[src/rtl/eth_pcs_rx_block_lock_pkg.sv]
// Shared 10GBASE-R PCS receive definitions: sync-header encodings and block-lock states.
package eth_pcs_params;

  localparam int W_SH = 2;
  localparam logic [W_SH-1:0] SH_DATA = 2'b01;
  localparam logic [W_SH-1:0] SH_CTRL = 2'b10;

  typedef enum logic [1:0] {ST_HUNT, ST_SLIP, ST_LOCKED} block_lock_state_t;

  function automatic logic sh_is_valid(input logic [W_SH-1:0] sh);
    return (sh == SH_DATA) || (sh == SH_CTRL);
  endfunction

endpackage

[src/rtl/eth_pcs_ber_mon.sv]
// hi-BER monitor: counts invalid sync headers per BER window while block lock is held.
module eth_pcs_ber_mon #(
  parameter int BER_WINDOW = 19531,
  parameter int BER_THRESH = 16
) (
  input  logic       i_clk,
  input  logic       i_reset,
  input  logic       i_clk_en,
  input  logic       i_sh_valid,
  input  logic       i_block_lock,
  output logic       o_hi_ber,
  output logic [4:0] o_ber_cnt
);

  localparam int W_WIN = $clog2(BER_WINDOW);
  localparam logic [W_WIN-1:0] WIN_LAST = W_WIN'(BER_WINDOW - 1);
  localparam logic [4:0] THRESH = 5'(BER_THRESH);

  logic [W_WIN-1:0] win_cnt_q, win_cnt_d;
  logic [4:0]       ber_cnt_q, ber_cnt_d;
  logic             hi_ber_q, hi_ber_d;
  logic [4:0]       ber_next;

  always_comb begin
    win_cnt_d = win_cnt_q;
    ber_cnt_d = ber_cnt_q;
    hi_ber_d  = hi_ber_q;
    ber_next  = ber_cnt_q;
    if (!i_sh_valid && (ber_cnt_q < THRESH)) ber_next = ber_cnt_q + 5'd1;

    // Monitor is held cleared whenever lock is absent or being lost this cycle.
    if (!i_block_lock) begin
      win_cnt_d = '0;
      ber_cnt_d = '0;
      hi_ber_d  = 1'b0;
    end else if (i_clk_en) begin
      if (win_cnt_q == WIN_LAST) begin
        win_cnt_d = '0;
        ber_cnt_d = '0;
        hi_ber_d  = (ber_next >= THRESH);
      end else begin
        win_cnt_d = win_cnt_q + W_WIN'(1);
        ber_cnt_d = ber_next;
        if (ber_next >= THRESH) hi_ber_d = 1'b1;
      end
    end
  end

  always_ff @(posedge i_clk) begin
    if (i_reset) begin
      win_cnt_q <= '0;
      ber_cnt_q <= '0;
      hi_ber_q  <= 1'b0;
    end else begin
      win_cnt_q <= win_cnt_d;
      ber_cnt_q <= ber_cnt_d;
      hi_ber_q  <= hi_ber_d;
    end
  end

  assign o_hi_ber  = hi_ber_q;
  assign o_ber_cnt = ber_cnt_q;

endmodule

[src/rtl/eth_pcs_rx_block_lock.sv]
// 10GBASE-R receive block-lock FSM: drives gearbox bit-slip until 66b alignment holds.
//   state      | meaning
//   ST_HUNT    | testing candidate alignment, counting consecutive valid headers
//   ST_SLIP    | slip issued, ignoring headers while the gearbox realigns
//   ST_LOCKED  | aligned, counting invalid headers per test window
module eth_pcs_rx_block_lock
  import eth_pcs_params::*;
#(
  parameter int N_SH_WIN     = 64,
  parameter int N_INV_LOCKED = 16,
  parameter int SLIP_WAIT    = 2,
  parameter int BER_WINDOW   = 19531,
  parameter int BER_THRESH   = 16
) (
  input  logic            i_clk,
  input  logic            i_reset,
  input  logic            i_clk_en,
  input  logic [W_SH-1:0] i_sync_hdr,
  output logic            o_slip,
  output logic            o_block_lock,
  output logic            o_hi_ber,
  output logic [4:0]      o_ber_cnt
);

  localparam int W_SHC  = $clog2(N_SH_WIN);
  localparam int W_INV  = $clog2(N_INV_LOCKED + 1);
  localparam int W_WAIT = (SLIP_WAIT > 1) ? $clog2(SLIP_WAIT) : 1;
  localparam logic [W_SHC-1:0]  SH_LAST   = W_SHC'(N_SH_WIN - 1);
  localparam logic [W_INV-1:0]  INV_LIMIT = W_INV'(N_INV_LOCKED);
  localparam logic [W_WAIT-1:0] WAIT_LOAD = W_WAIT'(SLIP_WAIT - 1);

  block_lock_state_t state_q, state_d;
  logic [W_SHC-1:0]  sh_cnt_q, sh_cnt_d;
  logic [W_INV-1:0]  inv_cnt_q, inv_cnt_d;
  logic [W_WAIT-1:0] wait_cnt_q, wait_cnt_d;
  logic              slip_q, slip_d;
  logic              lock_q, lock_d;
  logic [W_INV-1:0]  inv_next;
  logic              sh_valid;

  assign sh_valid = sh_is_valid(i_sync_hdr);

  always_comb begin
    state_d    = state_q;
    sh_cnt_d   = sh_cnt_q;
    inv_cnt_d  = inv_cnt_q;
    wait_cnt_d = wait_cnt_q;
    slip_d     = 1'b0;
    lock_d     = lock_q;
    inv_next   = sh_valid ? inv_cnt_q : inv_cnt_q + W_INV'(1);

    if (i_clk_en) begin
      case (state_q)
        ST_HUNT: begin
          if (!sh_valid) begin
            slip_d     = 1'b1;
            sh_cnt_d   = '0;
            inv_cnt_d  = '0;
            wait_cnt_d = WAIT_LOAD;
            state_d    = ST_SLIP;
          end else if (sh_cnt_q == SH_LAST) begin
            lock_d    = 1'b1;
            sh_cnt_d  = '0;
            inv_cnt_d = '0;
            state_d   = ST_LOCKED;
          end else begin
            sh_cnt_d = sh_cnt_q + W_SHC'(1);
          end
        end
        ST_LOCKED: begin
          // Losing lock takes precedence over the window boundary on the same block.
          if (inv_next == INV_LIMIT) begin
            lock_d     = 1'b0;
            slip_d     = 1'b1;
            sh_cnt_d   = '0;
            inv_cnt_d  = '0;
            wait_cnt_d = WAIT_LOAD;
            state_d    = ST_SLIP;
          end else if (sh_cnt_q == SH_LAST) begin
            sh_cnt_d  = '0;
            inv_cnt_d = '0;
          end else begin
            sh_cnt_d  = sh_cnt_q + W_SHC'(1);
            inv_cnt_d = inv_next;
          end
        end
        ST_SLIP: begin
          if (wait_cnt_q == '0) state_d = ST_HUNT;
          else wait_cnt_d = wait_cnt_q - W_WAIT'(1);
        end
        default: state_d = ST_HUNT;
      endcase
    end
  end

  always_ff @(posedge i_clk) begin
    if (i_reset) begin
      state_q    <= ST_HUNT;
      sh_cnt_q   <= '0;
      inv_cnt_q  <= '0;
      wait_cnt_q <= '0;
      slip_q     <= 1'b0;
      lock_q     <= 1'b0;
    end else begin
      state_q    <= state_d;
      sh_cnt_q   <= sh_cnt_d;
      inv_cnt_q  <= inv_cnt_d;
      wait_cnt_q <= wait_cnt_d;
      slip_q     <= slip_d;
      lock_q     <= lock_d;
    end
  end

  // BER window starts on the block after lock is gained and clears on the block that loses it.
  eth_pcs_ber_mon #(
    .BER_WINDOW (BER_WINDOW),
    .BER_THRESH (BER_THRESH)
  ) u_ber_mon (
    .i_clk        (i_clk),
    .i_reset      (i_reset),
    .i_clk_en     (i_clk_en),
    .i_sh_valid   (sh_valid),
    .i_block_lock (lock_q & lock_d),
    .o_hi_ber     (o_hi_ber),
    .o_ber_cnt    (o_ber_cnt)
  );

  assign o_slip       = slip_q;
  assign o_block_lock = lock_q;

endmodule

[config.mk]
export PLATFORM = sky130hd
export DESIGN_NAME = eth_pcs_rx_block_lock
export DESIGN_NICKNAME = d
export VERILOG_FILES = /design/src/rtl/eth_pcs_rx_block_lock_pkg.sv /design/src/rtl/eth_pcs_ber_mon.sv /design/src/rtl/eth_pcs_rx_block_lock.sv
export SDC_FILE = /design/constraint.sdc
export NUM_CORES = 1
export LEC_CHECK = 0
export CAP_MARGIN = 10
export CORE_MARGIN = 4
export CORE_UTILIZATION = 59
export DETAILED_ROUTE_END_ITERATION = 8
export GPL_TIMING_DRIVEN = 0
export PLACE_DENSITY = 0.79
export SETUP_SLACK_MARGIN = 0.2
export SLEW_MARGIN = 20
export SYNTH_ARGS = -nofsm -noshare
export SYNTH_HDL_FRONTEND = slang
export SYNTH_HIERARCHICAL = 1
export SYNTH_SLANG_ARGS = --single-unit
[constraint.sdc]
create_clock -name i_clk -period 2.6 [get_ports i_clk]
set_input_delay 0.52 -clock i_clk [delete_from_list [all_inputs] [get_ports i_clk]]
set_output_delay 0.52 -clock i_clk [all_outputs]
set_load 0.05 [all_outputs]
Word-level counts from Yosys, hierarchy flattened
Index checks and enable logic that the tools add are counted.

Logic and storage cells: 76. Output and inout bits: 8. Register bits: 37. Input port bits: 5.

Equality and inequality tests: 11. Reduce and logical (&&, ||, !) cells: 14. Order comparisons: 2. Muxes and demuxes: 32. $add $sub $neg: 5. Bitwise operators: 3.

Operators by type and width (count): $mux W5 (7); $mux W6 (3); $add A15 B1 Y15 const B (1); $eq A15 B15 Y1 const B (1); $mux W15 (1); $pmux W6 S2 (1); $mux W1 (11); $add A5 B1 Y5 const B (2); $pmux W5 S2 (1); $mux W2 (4); $reduce_and A4 Y1 (2); $add A6 B1 Y6 const B (1); $eq A6 B6 Y1 const B (1); $ne A2 B2 Y1 const B (3); $pmux W2 S3 (1); $eq A5 B5 Y1 const B (1); $ge A5 B5 Y1 const B (1); $lt A5 B5 Y1 const B (1); $eq A2 B1 Y1 const B (2); $eq A2 B2 Y1 const B (2); $pmux W1 S2 (2); $reduce_and A2 Y1 (2); $reduce_bool A2 Y1 (2); $reduce_or A2 Y1 (2); other kinds (11) (12).

Longest topological paths before layout
Gate-level depths: netlist (run 1).

Depth after elaboration: 10. Gate-level depth with buffers: 10. Mapped depth without buffers: 9.

Cells and area by module
Netlist (run 1), hierarchy kept.

Modules (own cells, without submodules): eth_pcs_rx_block_lock (instances 1, cells an instance 131, area an instance 1072.3 um^2); eth_pcs_ber_mon (instances 1, cells an instance 107, area an instance 1071.0 um^2).

Worst setup path after synthesis (run 1)
Ideal clock, no wire load.

Kind: input to register. Start point: input port i_sync_hdr[1]. End point: register u_ber_mon.ber_cnt_q[1], in the netlist u_ber_mon/o_ber_cnt[1]. Cell stages on the path: 10. Path slack: 0.260 ns. Data arrival time: 2.224 ns. Required time: 2.484 ns. Path buffers: 1. Cells stage by stage: xnor2_4 -> inv_6 -> mux2_4 -> o2111ai_4 -> or4_1 -> and2_1 -> nand2b_1 -> nand2b_1 -> buf_4 -> nor2_1.

Word-level cells in the longest chain between the ends: 10. Elaborated cells between the ends (all ways): 16. Classes of those cells: 3 x eq/ne; 7 x mux; 2 x bitwise; 4 x reduce/logical.

RTL lines: start: declaration (RTL line eth_pcs_rx_block_lock.sv:18) `input logic [W_SH-1:0] i_sync_hdr,`; $eq A2 B1 Y1 or $eq A2 B2 Y1 (tied branches) (RTL line eth_pcs_rx_block_lock_pkg.sv:11) `return (sh == SH_DATA) || (sh == SH_CTRL);`; $logic_or A1 B1 Y1 (*) (RTL line eth_pcs_rx_block_lock_pkg.sv:11); net sh_valid (RTL line eth_pcs_rx_block_lock.sv:39) `logic sh_valid;`; $mux W5 (RTL line eth_pcs_rx_block_lock.sv:50) `inv_next = sh_valid ? inv_cnt_q : inv_cnt_q + W_INV'(1);`; $eq A5 B5 Y1 (RTL line eth_pcs_rx_block_lock.sv:72) `if (inv_next == INV_LIMIT) begin`; $mux W1 (RTL line eth_pcs_rx_block_lock.sv:72); $pmux W1 S2 (RTL line eth_pcs_rx_block_lock.sv:53) `case (state_q)`; $mux W1 (RTL line eth_pcs_rx_block_lock.sv:52) `if (i_clk_en) begin`; $and A1 B1 Y1 (RTL line eth_pcs_rx_block_lock.sv:123) `.i_block_lock (lock_q & lock_d),`; $not A1 Y1 (no line); $reduce_or A2 Y1 (no line); end signal: assignment (RTL line eth_pcs_ber_mon.sv:56) `ber_cnt_q <= ber_cnt_d;`; end: declaration (RTL line eth_pcs_ber_mon.sv:20) `logic [4:0] ber_cnt_q, ber_cnt_d;`.

The timed path passes the listed nets; every way through them passes the cells marked *. A chain may end at the register's enable or synchronous reset.

Final worst setup path (run 1)
Start point: register inv_cnt_q[0]. End point: register u_ber_mon.win_cnt_q[6].

Word-level cells in the longest chain between the ends: 9.

RTL lines: start: declaration (RTL line eth_pcs_rx_block_lock.sv:34) `logic [W_INV-1:0] inv_cnt_q, inv_cnt_d;`; start signal: assignment (RTL line eth_pcs_rx_block_lock.sv:107) `inv_cnt_q <= inv_cnt_d;`; $add A5 B1 Y5 (RTL line eth_pcs_rx_block_lock.sv:50); $mux W5 (*) (RTL line eth_pcs_rx_block_lock.sv:50); $eq A5 B5 Y1 (*) (RTL line eth_pcs_rx_block_lock.sv:72); $mux W1 (*) (RTL line eth_pcs_rx_block_lock.sv:72); $pmux W1 S2 (*) (RTL line eth_pcs_rx_block_lock.sv:53); $mux W1 (*) (RTL line eth_pcs_rx_block_lock.sv:52); $and A1 B1 Y1 (*) (RTL line eth_pcs_rx_block_lock.sv:123); $not A1 Y1 (no line) (*); $reduce_or A2 Y1 (no line) (*); end signal: assignment (RTL line eth_pcs_ber_mon.sv:55) `win_cnt_q <= win_cnt_d;`; end: declaration (RTL line eth_pcs_ber_mon.sv:19) `logic [W_WIN-1:0] win_cnt_q, win_cnt_d;`.

Mark *: on every way between the ends. The rest lies on a longest branch, timed or not.

==> flow_summary_export.csv, run 1 <==
group,metric,value,unit
run_status,status,"finished clean",
global_routing,vias_in_the_first_global_route,1802,
sta,finalSetupViolCount,0,
sta,min_period_over_period,0.887,
clock_tree,clkSlewWorstSetupHoldPaths,0.12,ns
worst_setup_path,worstPathArrival,2.57,ns
power,total_leakage_power,0.890,nW
logic_synthesis,async_flop_share,0,
placed_design,placement.io_buffers,12,
worst_setup_path,crit_fanout,5,
worst_setup_path,critical_path.slowest_cell,"sky130_fd_sc_hd__or4_4",
logic_synthesis,ys.flop_type,"sky130_fd_sc_hd__dfxtp_1",
route,drt_pass1_iterations,5,
final_layout,fin_area,2510,sq um
global_routing,grt_usage,0.227,
worst_setup_path,critical_path_class,"flip-flop to flip-flop",
clock_tree,clock_tree.htree_level_count,2,
route,viasPerCell,5.87,
power,power.share.clock,0.384,
power,internal_power,0.852,mW
route,dr_iter_0_viols,115,
power,power.net_switching,0.283,mW
route,drc_markers,0,
global_routing,globalRouteOverflowTotal,0,
die,rows,21,
final_layout,stdcell_count,312,
die,chipHeight,68.3,um
die,effective_utilization_at_floorplan,0.627,
placed_design,dp.final_hpwl,3.04,mm
logic_synthesis,postSynthCellCount,238,
clock_tree,clock-sinks,37,
sta,fmaxAchievable,434,MHz
power,design_power_total,1.13,mW
logic_synthesis,syn_avg_cell_area,9.01,sq um
logic_synthesis,postSynthRegisterBits,37,
route,drt-wirelength-per-cell,14.6,um
sta,setup_ws,0.293,ns
logic_synthesis,yosysWarnings,6,
global_routing,grt_antenna_before_repair,0,
logic_synthesis,synth_nets,251,
sta,report.final.hold_viol_count,0,
worst_hold_path,class_of_the_most_critical_hold_timing_path,"flip-flop to flip-flop",
power,p_comb_frac,0.105,
worst_setup_path,setup.worst_path.end_class,"flip-flop",
logic_synthesis,synth_enable_flop_cells,0,
worst_setup_path,path_cells,"ha_2 > nor2b_1 > mux2_4 > o2111ai_4 > or4_4 > and2_4 > nand2b_4 > nand2b_4 > buf_4 > nor2_1",
clock_tree,clockBufferDepth,2,
sta,timing.max_slew.rel_slack,0.497,
final_layout,final_net_count,278,
die,placeableCoreArea,3420,sq um
global_routing,global_route_wire_length_before_repair,8.02,mm
placed_design,gp_routability_congestion,0.844,
sta,timing.hold.ws,0.464,ns
power,irDropWorstVdd,0.477,mV
final_layout,final.fill_count,255,
worst_setup_path,critical_path.max_stage_delay,0.55,ns
worst_setup_path,cp.buffers_inverters,1,
worst_setup_path,path_common_cell,"sky130_fd_sc_hd__nand2b_4",
sta,tightest_slew,0.747,ns
sta,timing.setup.tns,0,ns
flow_run,timing.max_cap.violations,0,
final_layout,antenna_cells_inserted,0,
final_layout,layout.cells.most_common_list,"sky130_fd_sc_hd__dfxtp_1, sky130_fd_sc_hd__nor2_1, sky130_fd_sc_hd__nand2_1",
placed_design,preCtsSetupSlack,-0.553,ns
route,route.antenna.remaining_nets,0,
final_layout,drive_above_1_share,0.195,
sta,timing.clock.skew,0.0107,ns
die,die-width,68.3,um
logic_synthesis,synth_area,2140,sq um
worst_setup_path,crit_path_start_kind,"flip-flop",
logic_synthesis,seq_area_frac_synth,0.346,
die,io_pins,13,
final_layout,finish.utilization,0.734,
clock_tree,clock_insertion_delay_worst_skew,0.35,ns
power,p_sw_frac,0.249,
final_layout,mostFrequentLayoutCell,"sky130_fd_sc_hd__dfxtp_1",
route,vias,1830,
clock_tree,cts_tree,"done",
clock_tree,clockRootBuffer,"sky130_fd_sc_hd__clkbuf_4",
clock_tree,numCtsBuffers,5,
final_layout,area_growth_syn_to_layout,17.0,%
logic_synthesis,netlist-cell-type-count,59,
power,sequentialPowerShare,0.510,
worst_setup_path,critical-path-top-delay-family,"simple AND/OR/NAND/NOR gates",
global_routing,pin_count_of_the_biggest_net_entering_global_routing,13,
placed_design,detailed_place.area,2320,sq um
die,dieArea,4660,sq um
sta,post-route-min-period,2.31,ns
power,powerDensity,452,nW/um^2
route,drt_wl_total,4.56,mm
placed_design,dp_cells,296,
worst_setup_path,critical_path_required,2.86,ns
sta,rsz0062_at_grt,"no",
sta,final-max-slew-violation-count,0,
[cells by family after synthesis]
| logic type | count (synthesis) | share of synthesized area |
|---|---|---|
| adders and majority gates | 8 | 0.0467 |
| muxes | 5 | 0.0263 |
| DFF | 37 | 0.346 |
| and+or+nand+nor | 99 | 0.285 |
| AOI/OAI and AO/OA | 51 | 0.165 |
| xor gates and xnor gates | 19 | 0.0864 |
| buffers and inverters | 19 | 0.0444 |
[what timing repair did]
action / 4_1_cts / 5_1_grt
gates cloned: 1 / 1
endpoints found under the setup margin: 21 / 20
resized for setup: 9 / 12
hold buffers: 0 / 0
endpoints found under the hold margin: 0 / 0
setup buffers: 3 / 3
pin swaps: 1 / 4
[Yosys cell counts, types with 3 or more instances]
master / instances / area share
sky130_fd_sc_hd__buf_4: 3 / 0.011
sky130_fd_sc_hd__nor2_1: 31 / 0.054
sky130_fd_sc_hd__xor2_1: 6 / 0.025
sky130_fd_sc_hd__nand3_1: 6 / 0.014
sky130_fd_sc_hd__a21oi_1: 12 / 0.028
sky130_fd_sc_hd__o21ai_0: 10 / 0.023
sky130_fd_sc_hd__xnor2_1: 12 / 0.049
sky130_fd_sc_hd__nand4_4: 3 / 0.030
sky130_fd_sc_hd__o22ai_1: 3 / 0.0088
sky130_fd_sc_hd__dfxtp_1: 37 / 0.35
sky130_fd_sc_hd__nand4_1: 6 / 0.018
sky130_fd_sc_hd__inv_1: 12 / 0.021
sky130_fd_sc_hd__a211oi_1: 4 / 0.014
sky130_fd_sc_hd__nand2_1: 19 / 0.033
sky130_fd_sc_hd__ha_1: 8 / 0.047
sky130_fd_sc_hd__mux2i_1: 3 / 0.014
sky130_fd_sc_hd__nor3_1: 6 / 0.014
sky130_fd_sc_hd__nor2_2: 3 / 0.0088
[registers in the layout, indices dropped and copies added (netlist names)]
name and flops:
inv_cnt_q 5, sh_cnt_q 6, u_ber_mon/o_hi_ber 1, u_ber_mon/o_ber_cnt 5
o_block_lock 1, state_q 2, u_ber_mon/win_cnt_q 15, o_slip 1
wait_cnt_q 1
[path summary, 6_finish.rpt]
path                 startpoint                     end  slack, ns  cells past startpoint
max                inv_cnt_q[0]  u_ber_mon/win_cnt_q[6]       0.29                     10
min          u_ber_mon/o_hi_ber      u_ber_mon/o_hi_ber       0.46                      2
max reg2reg        inv_cnt_q[0]  u_ber_mon/win_cnt_q[6]       0.29                     10
min reg2reg  u_ber_mon/o_hi_ber      u_ber_mon/o_hi_ber       0.46                      2
[layer usage]
layer / part of all wire / GRT usage / vias up
li1: - / - / 908
met1: 0.45 / 0.269 / 855
met2: 0.49 / 0.395 / 61
met3: 0.050 / 0.0493 / 6
met4: 0.0083 / 0.0893 / 0
met5: 0 / 0 / -
[final cells by class]
cell class | count | area [sq um] | area share
Buffer | 6 | 48.8 | 0.0195
Clock buffer | 6 | 51.3 | 0.0205
Clock inverter | 2 | 37.5 | 0.0150
Inverter | 13 | 53.8 | 0.0215
Multi-Input combinational cell | 182 | 1340 | 0.535
Sequential cell | 37 | 743 | 0.296
Tap cell | 46 | 57.6 | 0.0230
Timing Repair Buffer | 20 | 174 | 0.0694
[tightest hold or removal path, delay by kind of cell (launching register included)]
kind | cells | cell delay [ns]
flops | 1 | 0.33
simple gates | 1 | 0.05
compound gates | 1 | 0.05
[power by group through the flow]
stage	Sequential, mW	Clock [mW]	Combinational [mW]
2_1_floorplan	0.593	0	0.0796
3_3_place_gp	0.591	0	0.107
3_5_place_dp	0.591	0	0.109
4_1_cts	0.578	0.442	0.117
5_1_grt	0.580	0.470	0.132
6_report	0.578	0.436	0.120
No activity file was read; power rests on OpenSTA's default activity.
==> run 2: changes to the inputs <==
--- a/config.mk
+++ b/config.mk
@@ -6,6 +6,7 @@
 export NUM_CORES = 1
 export LEC_CHECK = 0
 export CAP_MARGIN = 10
+export CORE_ASPECT_RATIO = 1.75
 export CORE_MARGIN = 4
 export CORE_UTILIZATION = 59
 export DETAILED_ROUTE_END_ITERATION = 8
==> flow_summary_export.csv, run 2 (synthesized netlist as in run 1, its figures left out) <==
group,metric,value,unit
run_status,status,"finished clean",
clock_tree,clock_insertion_delay_worst_skew,0.29,ns
die,placeableCoreArea,3430,sq um
final_layout,antenna_cells_inserted,0,
placed_design,gp_routability_congestion,0.989,
die,effective_utilization_at_floorplan,0.624,
route,drc_markers,0,
route,drt_pass1_iterations,4,
placed_design,preCtsSetupSlack,-0.615,ns
clock_tree,cts_tree,"done",
sta,timing.clock.skew,0.00776,ns
placed_design,dp.final_hpwl,3.45,mm
final_layout,area_growth_syn_to_layout,20.0,%
worst_hold_path,class_of_the_most_critical_hold_timing_path,"flip-flop to flip-flop",
sta,setup_ws,0.320,ns
sta,post-route-min-period,2.28,ns
power,design_power_total,1.09,mW
route,viasPerCell,5.92,
power,total_leakage_power,0.924,nW
sta,finalSetupViolCount,0,
global_routing,global_route_wire_length_before_repair,8.45,mm
die,die-width,53.6,um
die,dieArea,4700,sq um
route,vias,1872,
final_layout,reg.largest.list,"u_ber_mon/win_cnt_q (15), sh_cnt_q (6)",
power,irDropWorstVdd,0.379,mV
clock_tree,clock_tree.htree_level_count,2,
worst_setup_path,critical_path_required,2.76,ns
clock_tree,clockBufferDepth,2,
worst_setup_path,ff2ff_path_depth,12,
die,chipHeight,87.7,um
worst_setup_path,worstPathArrival,2.44,ns
sta,fmaxAchievable,439,MHz
route,route.antenna.remaining_nets,0,
placed_design,detailed_place.area,2320,sq um
clock_tree,clock-sinks,37,
placed_design,placement.io_buffers,12,
clock_tree,clockRootBuffer,"sky130_fd_sc_hd__clkbuf_8",
flow_run,timing.max_cap.violations,0,
final_layout,final_net_count,283,
final_layout,mostFrequentLayoutCell,"sky130_fd_sc_hd__dfxtp_1",
sta,final-max-slew-violation-count,0,
global_routing,globalRouteOverflowTotal,0,
power,powerDensity,424,nW/um^2
global_routing,pin_count_of_the_biggest_net_entering_global_routing,12,
worst_setup_path,setup.worst_path.end_class,"flip-flop",
route,drt_wl_total,5.14,mm
clock_tree,numCtsBuffers,5,
final_layout,drive_above_1_share,0.203,
worst_setup_path,crit_fanout,4,
route,drt-wirelength-per-cell,16.3,um
sta,tightest_slew,0.838,ns
clock_tree,clkSlewWorstSetupHoldPaths,0.07,ns
global_routing,grt_antenna_before_repair,0,
worst_setup_path,crit_path_start_kind,"primary input",
final_layout,largest_reg_flops,15,
sta,rsz0062_at_grt,"no",
worst_hold_path,whs_path_cells,2,
sta,report.final.hold_viol_count,0,
route,dr_iter_0_viols,57,
global_routing,vias_in_the_first_global_route,1856,
final_layout,layout.cells.most_common_list,"sky130_fd_sc_hd__dfxtp_1, sky130_fd_sc_hd__nor2_1, sky130_fd_sc_hd__nand2_1",
die,rows,28,
final_layout,largest_register,"u_ber_mon/win_cnt_q",
global_routing,grt_usage,0.244,
sta,min_period_over_period,0.877,
sta,timing.max_slew.rel_slack,0.435,
worst_setup_path,critical_path_class,"primary input to flip-flop",
final_layout,fin_area,2570,sq um
die,io_pins,13,
==> run 2: cell count changes in the layout (fill, tap and decap cells not counted), sizes merged <==
cell	previous run	this run
buf	12	19
clkinv	0	2
bufinv	1	0
clkbuf	10	8
clkinvlp	1	0
==> run 2: what timing repair did <==
action                     in CTS  in global routing
pin swaps                       5                  1
setup endpoints to repair      21                 21
buffers inserted               10                  1
hold buffers                    0                  0
resized for setup              18                  7
cloned                          2                  0
==> run 2: power breakdown <==
| group | internal [mW] | switching (mW) | total [mW] |
|---|---|---|---|
| Combinational | 0.0548 | 0.0718 | 0.127 |
| Clock | 0.186 | 0.201 | 0.387 |
| Sequential | 0.572 | 0.00522 | 0.577 |
| Total | 0.812 | 0.278 | 1.09 |
==> run 2: layer usage <==
| layer | up-vias | global-route usage | wire (um) |
|---|---|---|---|
| li1 | 920 | - | - |
| met1 | 895 | 0.238 | 1890 |
| met2 | 45 | 0.476 | 2950 |
| met3 | 12 | 0.0460 | 183 |
| met4 | 0 | 0.0930 | 121 |
| met5 | - | 0 | 0 |
==> run 2: metrics by stage <==
| step | utilization | instances | hold slack (ns) | setup TNS (ns) |
|---|---|---|---|---|
| detailed placement | 0.676 | 295 | 0.467 | -12.13 |
| global route | 0.749 | 316 | 0.508 | 0 |
| CTS | 0.741 | 315 | 0.471 | 0 |
| finish | 0.749 | 316 | 0.505 | 0 |
| global placement | 0.676 | 295 | 0.453 | -11.13 |
| floorplan | - | 238 | 0.456 | 0 |
==> run 2: final cells by class <==
type | count | area (sq um)
buffer | 6 | 52.6
clock buffer | 6 | 72.6
clock inverter | 2 | 10.0
fill | 251 | 861
inverter | 13 | 53.8
multi-input combinational | 182 | 1350
sequential | 37 | 746
tap | 45 | 56.3
timing repair buffer | 25 | 235
==> run 2: final timing paths <==
check	startpoint	endpoint	slack [ns]
max	i_sync_hdr[0]	u_ber_mon/o_hi_ber	0.32
min	inv_cnt_q[1]	inv_cnt_q[1]	0.50
max reg2reg	inv_cnt_q[0]	u_ber_mon/o_hi_ber	0.34
min reg2reg	inv_cnt_q[1]	inv_cnt_q[1]	0.50
==> run 2: worst max-delay path: stages <==
cell	delay (ns)
sky130_fd_sc_hd__buf_2	0.13
sky130_fd_sc_hd__xnor2_4	0.17
sky130_fd_sc_hd__buf_6	0.14
sky130_fd_sc_hd__a211oi_4	0.23
sky130_fd_sc_hd__o2111ai_4	0.17
sky130_fd_sc_hd__or4_4	0.44
sky130_fd_sc_hd__and2_4	0.16
sky130_fd_sc_hd__nand2b_4	0.07
sky130_fd_sc_hd__buf_4	0.10
sky130_fd_sc_hd__buf_4	0.09
sky130_fd_sc_hd__buf_4	0.09
sky130_fd_sc_hd__buf_4	0.09
sky130_fd_sc_hd__a21oi_1	0.04
==> run 3: changes to the inputs <==
--- a/config.mk
+++ b/config.mk
@@ -13,7 +13,6 @@
 export GPL_TIMING_DRIVEN = 0
 export PLACE_DENSITY = 0.79
 export SETUP_SLACK_MARGIN = 0.2
-export SLEW_MARGIN = 20
 export SYNTH_ARGS = -nofsm -noshare
 export SYNTH_HDL_FRONTEND = slang
 export SYNTH_HIERARCHICAL = 1
==> results of run 3 <==
Final layout, timing and power as in run 2 (identical DEF).
